File: config.mk
export PLATFORM = sky130hd
export DESIGN_NAME = ot_wr_arb
export DESIGN_NICKNAME = d
export VERILOG_FILES = /design/src/rtl/ot_wr_arb.sv
export SDC_FILE = /design/constraint.sdc
export NUM_CORES = 1
export LEC_CHECK = 0
export BUFFER_PORTS_ARGS = -buffer_cell sky130_fd_sc_hd__buf_2
export CAP_MARGIN = 10
export CORE_ASPECT_RATIO = 0.7
export CORE_MARGIN = 3
export CORE_UTILIZATION = 49
export CTS_BUF_LIST = sky130_fd_sc_hd__clkbuf_16
export DETAILED_ROUTE_END_ITERATION = 12
export GPL_ROUTABILITY_DRIVEN = 0
export MAX_ROUTING_LAYER = met4
export PLACE_DENSITY = 0.77
export SETUP_SLACK_MARGIN = 0.2
export SLEW_MARGIN = 20
export SYNTH_ARGS = -nofsm -noshare
export SYNTH_HDL_FRONTEND = slang
export SYNTH_SLANG_ARGS = --single-unit
File: constraint.sdc
create_clock -name clk -period 5.85 [get_ports clk]
set_clock_uncertainty 0.2 [all_clocks]
set_input_delay 0.2925 -clock clk [delete_from_list [all_inputs] [get_ports clk]]
set_output_delay 0.2925 -clock clk [all_outputs]
set_load 0.02 [all_outputs]
File: src/rtl/ot_wr_arb.sv
//------------------------------------------------------------------------------
// ot_wr_arb : round-robin gather of 4 single-entry word holders into a buffer
// Rev 1.0   : initial release
//------------------------------------------------------------------------------
`default_nettype none

module ot_wr_arb #(
  parameter int NUM_REQ = 4,
  parameter int ADDR_W  = 16,
  parameter int DATA_W  = 64
) (
  input  logic                      clk,
  input  logic                      reset,
  input  logic                      cfg_start,
  input  logic [15:0]               cfg_word_num,
  input  logic [ADDR_W-1:0]         cfg_base_addr,
  input  logic [NUM_REQ-1:0]        in_valid,
  input  logic [NUM_REQ*DATA_W-1:0] in_data,
  output logic                      buf_wen,
  output logic [ADDR_W-1:0]         buf_addr,
  output logic [DATA_W-1:0]         buf_wdata,
  output logic                      busy,
  output logic                      done,
  output logic [NUM_REQ-1:0]        ovf_err
);

  localparam int GW = $clog2(NUM_REQ);

  typedef enum logic [1:0] {
    IDLE = 2'd0,
    RUN  = 2'd1,
    DONE = 2'd2
  } state_t;

  state_t              state;
  state_t              state_nxt;
  logic [15:0]         word_num;
  logic [15:0]         wcnt;
  logic [ADDR_W-1:0]   base;
  logic [NUM_REQ-1:0]  pending;
  logic [DATA_W-1:0]   hold [NUM_REQ];
  logic [GW-1:0]       last_grant;
  logic [GW-1:0]       grant_idx;
  logic [GW-1:0]       idx;
  logic                grant_vld;
  logic [NUM_REQ-1:0]  grant_oh;
  logic                quota_left;

  assign quota_left = (wcnt != word_num);

  // Round-robin search starting one past the last grant; k == NUM_REQ wraps to last_grant itself.
  always_comb begin
    grant_vld = 1'b0;
    grant_idx = last_grant;
    grant_oh  = '0;
    idx       = last_grant;
    for (int k = 1; k <= NUM_REQ; k++) begin
      idx = last_grant + GW'(k);
      if (!grant_vld && pending[idx] && (state == RUN) && quota_left) begin
        grant_vld     = 1'b1;
        grant_idx     = idx;
        grant_oh[idx] = 1'b1;
      end
    end
  end

  always_comb begin
    state_nxt = state;
    case (state)
      IDLE:    if (cfg_start) state_nxt = RUN;
      RUN:     if (!quota_left) state_nxt = DONE;
      DONE:    state_nxt = IDLE;
      default: state_nxt = IDLE;
    endcase
  end

  always_ff @(posedge clk) begin
    if (reset) begin
      state      <= IDLE;
      word_num   <= '0;
      wcnt       <= '0;
      base       <= '0;
      pending    <= '0;
      last_grant <= '1;
      buf_wen    <= 1'b0;
      buf_addr   <= '0;
      buf_wdata  <= '0;
      ovf_err    <= '0;
    end else begin
      state   <= state_nxt;
      buf_wen <= 1'b0;
      if ((state == IDLE) && cfg_start) begin
        word_num <= cfg_word_num;
        base     <= cfg_base_addr;
        wcnt     <= '0;
        ovf_err  <= '0;
      end
      if (grant_vld) begin
        buf_wen    <= 1'b1;
        buf_addr   <= base + ADDR_W'(wcnt);
        buf_wdata  <= hold[grant_idx];
        wcnt       <= wcnt + 16'd1;
        last_grant <= grant_idx;
      end
      if (state == RUN) begin
        for (int i = 0; i < NUM_REQ; i++) begin
          if (in_valid[i] && (!pending[i] || grant_oh[i])) begin
            pending[i] <= 1'b1;
          end else if (in_valid[i]) begin
            ovf_err[i] <= 1'b1;
          end else if (grant_oh[i]) begin
            pending[i] <= 1'b0;
          end
        end
      end
      // Words still waiting when the quota is met are discarded here.
      if (state_nxt == DONE) pending <= '0;
    end
  end

  // Holding data needs no reset: it is only read when its pending bit is set.
  always_ff @(posedge clk) begin
    for (int i = 0; i < NUM_REQ; i++) begin
      if ((state == RUN) && in_valid[i] && (!pending[i] || grant_oh[i]))
        hold[i] <= in_data[i*DATA_W +: DATA_W];
    end
  end

  assign busy = (state == RUN);
  assign done = (state == DONE);

endmodule

`default_nettype wire

# == After elaboration in Yosys (flattened, before gate mapping) ==
# Memories as Yosys holds them, arrays and structs flattened. A register that Yosys moved wholly into a read port is not among the register bits.
# Cells that the tools add are included.
# word_totals
in_bits,295
output_inout_bits,87
romBits,0
latchBits,0
ramBits,256
elab_cells,151
n_memories,1
ff_bits,77
# op_classes
shifts,0
add_sub_neg,5
div_mod_pow,0
n_lt_le_gt_ge,8
n_mul,0
mux,64
n_eq_ne,8
n_bitwise,3
reduce_logical,50
# memory_table
name,words,word_bits,rd,rd_ports_with_merged_regs,write_ports,line,text
hold,4,64,1,1,4,41,logic [DATA_W-1:0] hold [NUM_REQ];
# ops
cell,count
1-bit 2-to-1 mux,41
16-bit 2-to-1 mux,2
1-bit logical AND,28
4-bit 2-to-1 mux,6
"16-bit by 1-bit adder with 16-bit output, second input constant",1
16-bit adder,1
16-bit inequality test,1
"2-bit by 3-bit < comparator with 1-bit output, second input constant",4
2-bit 2-to-1 mux,6
4-bit bitwise OR,3
3-bit AND reduction,4
2-bit nonzero test,5
1-bit binary-select mux with 2-bit select,4
1-bit demux with 2-bit select,4
"2-bit by 1-bit >= comparator with 1-bit output, second input constant",4
"2-bit by 1-bit inequality test with 1-bit output, second input constant",4
1-bit logical NOT,7
"2-bit adder, second input constant",2
"2-bit equality test, second input constant",2
1-bit logical OR,4
2-bit one-hot mux with 2 select lines,1
"2-bit by 1-bit adder with 2-bit output, second input constant",1
"2-bit by 1-bit equality test with 1-bit output, second input constant",1
2-bit logical NOT,1
2-bit OR reduction,1

# == Longest topological paths before layout ==
# depth
word_depth,25
mapped_depth,13
ltp_nobuf,10

# == Worst setup path after synthesis ==
# No wires, ideal clock.
# synth_path
path_kind,reg2reg
from,reg last_grant[0]
to,mem hold[2][0] (enable)
setup_ns,0.494
setup_slack_ns,0.306
required_time_ns,5.156
synth_period_minus_slack_ns,5.544
arrival_ns,4.850
path_stages_with_launch,10
n_path_buf,1
cell_sequence,dfxtp_1 -> buf_6 -> inv_1 -> ha_1 -> mux4_2 -> nor2b_1 -> a221o_1 -> a22oi_1 -> o21ai_0 -> nor2b_1
# synth_lines
element,line,text
from (decl),42,logic [GW-1:0] last_grant;
from (signal assigned),103,last_grant <= grant_idx;
to (decl),41,

# == Worst setup path in the final report ==
# layout_path
from,reg last_grant[0]
to,"reg buf_wdata[30], read port of hold"
# layout_via
elab_chain_cells,21
word_cells_on_any_way,33
# layout_rtl
element,line,text
2-bit by 1-bit adder with 2-bit output,58,idx = last_grant + GW'(k);
1-bit binary-select mux with 2-bit select,59,if (!grant_vld && pending[idx] && (state == RUN) && quota_left) begin
1-bit 2-to-1 mux (not written as such),59,
1-bit logical AND (2 in a row),59,
1-bit 2-to-1 mux,59,
1-bit logical NOT,59,
1-bit logical AND (3 in a row),59,
1-bit 2-to-1 mux,59,
1-bit logical NOT,59,
1-bit logical AND (3 in a row),59,
1-bit 2-to-1 mux,59,
1-bit logical NOT,59,
1-bit logical AND (3 in a row),59,
2-bit 2-to-1 mux or 1-bit 2-to-1 mux (tied branches),59,
to (decl),21,"output logic [DATA_W-1:0] buf_wdata,"
# Parallel ways exist; a longest one is shown, timed or not. The select of a mux whose other input is x is not followed.
# A chain may end at the register's enable or synchronous reset.

==> qor.yml <==
run_status: "completed"
worstPathCellList: "inv_1 -> ha_1 -> mux4_2 -> or3_1 -> o31ai_1 -> and4_4 -> nor2_8 -> buf_6 -> mux2i_1 -> o211ai_1"
wl_per_cell_um: 23.9
numPortBuffers: 381
p_sw_share_pct: 30.8
hold_viol: 0
power_leakage_nw: 9.40
worst_hold_slack_ns: 0.0282
grt_pass1_vias: 14600
die_y_um: 159
cts_tree: "built"
cts_max_level: 2
route.detailed.drc: 0
mostFrequentLayoutCells: "381 x sky130_fd_sc_hd__buf_2, 292 x sky130_fd_sc_hd__dlygate4sd3_1, 256 x sky130_fd_sc_hd__edfxtp_1"
fin_crit_sh_pct: 78.5
finish.cell_count_without_fillers: 2417
cts_inserted_buffers: 39
die_width_um: 224
combinationalPowerShare_pct: 22.4
fp.coreArea_mm2: 0.0326
slowest_delay_ns: 0.89
maxSlewViolCount: 0
worst_ep_required_time_ns: 6.03
synth_area_mm2: 0.0164
initial_core_util_pct: 50.2
grt_setup_unrepaired: "false"
end_kind: "flip-flop"
worst_setup_path_start_kind: "flip-flop"
drt_iter0_drc: 1974
p_per_area_mw_per_mm2: 328
drt_pass1_iterations: 7
timing.critical_path.max_delay_family: "simple AND/OR/NAND/NOR gates"
intPower_mw: 5.15
detail_route.vias_per_cell: 5.94
slew-limit-headroom_pct: 25.4
achievable-frequency_ghz: 0.218
final_net_count: 2275
dieArea_mm2: 0.0357
timing_worst_setup_path_type: "reg2reg"
synth_ff_type: "sky130_fd_sc_hd__edfxtp_1"
arr_time_crit_path_ns: 4.77
clock_latency_of_the_later_clocked_register_in_the_worst_skew_pair_ns: 0.53
groute.usage.overall_pct: 32.4
synth_async_sr_flop_share_pct: 0
slowest_stage: "sky130_fd_sc_hd__and4_4"
global_route.overflow_total: 0
min_period_ns: 4.59
final_common_cell: "sky130_fd_sc_hd__buf_2"
route.final.wire_length_um: 57700
hold_class: "in2reg"
max-vdd-ir-drop_uv: 275
io_pins: 382
max_slew.worst_pin.slew_ns: 1.12
synth_seq_cells: 397
place.detailed.hpwl_um: 31800
clk_path_buf_depth: 3
final-setup-viol-count: 0
grt_max_degree: 72
clk_root_buffer_cell: "sky130_fd_sc_hd__clkbuf_16"
post_synth_inst_count: 1313
p_sw_mw: 2.30
timing.critical_path.fanout_max: 66
grt_antenna_before_repair: 2
detail-route-antenna-nets: 0
resize_count_post_cts: 0
area_delta_synth_final_pct: 38.8
maxCapViolCount: 0
first_pass_grt_wire_length_um: 86900
synth_fp_nets: 1633
drive_above_1_share_pct: 25.3
total_via_count_in_the_routed_design: 14400
cts.sink_count: 397
synthDistinctLibCells: 64
power.share.clock_pct: 32.6
avgSynthCellArea_um2: 12.5
clock_pin_transition_on_the_worst_setup_and_hold_timing_paths_ns: 0.06
sequentialPowerShare_pct: 44.9
synth-edff-count: 256
setup_total_negative_slack_ns: 0
num_rows: 55
ys_warn_count: 0
ys_seq_area_share_pct: 64.2
post-place-cells: 2049
crit_buf_inv: 2
## metrics by stage
stage | utilization (%) | worst slack (ns) | power, mW | area [um2]
floorplan | - | 0.306 | 4.34 | 16400
global placement | 56.9 | 1.41 | 4.78 | 18600
detailed placement | 56.9 | 1.36 | 4.83 | 18600
CTS | 69.6 | 1.31 | 7.34 | 22700
global route | 69.6 | 1.05 | 7.67 | 22700
finish | 69.6 | 1.26 | 7.44 | 22700
## power by group through the flow
stage / Sequential [mW] / Clock, mW / Combinational [mW]
4_1_cts: 3.33 / 2.41 / 1.60
6_report: 3.34 / 2.43 / 1.67
3_3_place_gp: 3.38 / 0 / 1.40
5_1_grt: 3.36 / 2.55 / 1.76
3_5_place_dp: 3.38 / 0 / 1.44
2_1_floorplan: 3.46 / 0 / 0.883
## per-layer routing
layer / vias to the layer above / part of all wire [%] / global-route usage [%]
met1: 6927 / 38 / 42.0
met4: 0 / 3.9 / 12.0
met3: 177 / 11 / 7.02
li1: 6211 / - / -
met5: - / 0 / -
met2: 1045 / 47 / 50.3
## flip-flops by register name (all words and copies together) (netlist names)
register / cells
hold: 256
buf_wdata: 64
base: 16
buf_addr: 16
wcnt: 16
word_num: 16
ovf_err: 4
pending: 4
last_grant: 2
state: 2
buf_wen: 1
## final cells by class
type,instances,area (um2)
diodes,4,10.0
well taps,427,534
multi-input cells,813,5400
clock inverters,31,176
inverters,12,45.0
clock buffers,41,1030
flip-flops and latches,397,10500
fillers,2122,9910
repair buffers,692,5010
## worst paths after layout
check	startpoint	endpoint	slack, ns	cells past startpoint
min reg2reg	buf_addr[10]	buf_addr[10]	0.25	2
max	last_grant[0]	buf_wdata[30]	1.26	10
min	cfg_start	state[0]	0.03	3
max reg2reg	last_grant[0]	buf_wdata[30]	1.26	10
## logic make-up after synthesis
kind of cell | count (synthesis) | synth area share (%)
xor gates and xnor gates | 27 | 1.45
AOI/OAI and AO/OA | 333 | 14.5
and+or+nand+nor | 359 | 10.3
adders and majority gates | 25 | 1.96
muxes | 69 | 4.45
DFF | 397 | 64.2
buffers and inverters | 103 | 3.13
## tightest hold or removal path: stages
cell and delay (ns):
sky130_fd_sc_hd__buf_2 0.12, sky130_fd_sc_hd__nand2_1 0.18, sky130_fd_sc_hd__a21oi_1 0.10
## synth_stat cells (3+ instances only)
master	instances	share of area (%)
sky130_fd_sc_hd__buf_8	4	0.37
sky130_fd_sc_hd__inv_1	10	0.23
sky130_fd_sc_hd__a211o_1	65	3.5
sky130_fd_sc_hd__a31oi_1	11	0.42
sky130_fd_sc_hd__and3_1	5	0.19
sky130_fd_sc_hd__or3_1	8	0.31
sky130_fd_sc_hd__edfxtp_1	256	47
sky130_fd_sc_hd__ha_1	24	1.8
sky130_fd_sc_hd__nand2b_1	6	0.23
sky130_fd_sc_hd__nor2_1	36	0.83
sky130_fd_sc_hd__o211ai_2	29	2.2
sky130_fd_sc_hd__nand3b_1	11	0.50
sky130_fd_sc_hd__a21oi_1	64	2.0
sky130_fd_sc_hd__o21ai_1	21	0.64
sky130_fd_sc_hd__xnor2_1	9	0.48
sky130_fd_sc_hd__a211oi_1	9	0.41
sky130_fd_sc_hd__mux4_2	3	0.41
sky130_fd_sc_hd__mux2i_1	66	4.0
sky130_fd_sc_hd__a21o_1	5	0.23
sky130_fd_sc_hd__clkbuf_1	61	1.4
sky130_fd_sc_hd__xor2_1	18	0.96
sky130_fd_sc_hd__a221o_1	4	0.24
sky130_fd_sc_hd__nor3_1	10	0.31
sky130_fd_sc_hd__nand3_1	74	2.3
sky130_fd_sc_hd__nand4_1	4	0.15
sky130_fd_sc_hd__buf_1	4	0.092
sky130_fd_sc_hd__dfxtp_1	141	17
sky130_fd_sc_hd__and2_1	6	0.23
sky130_fd_sc_hd__nand2_1	169	3.9
sky130_fd_sc_hd__nor4_1	6	0.23
sky130_fd_sc_hd__buf_2	11	0.34
sky130_fd_sc_hd__o21ai_0	68	2.1
sky130_fd_sc_hd__a22oi_1	4	0.18
sky130_fd_sc_hd__nor2b_1	10	0.38
sky130_fd_sc_hd__buf_6	8	0.55
sky130_fd_sc_hd__o211ai_1	35	1.6
sky130_fd_sc_hd__a2bb2oi_1	4	0.21
## what timing repair did
item | CTS | global route
hold buffers | 292 | 0
hold endpoints to repair | 293 | 0
buffers inserted | 0 | 0
Note: power is estimated with default switching activity, not from simulation.
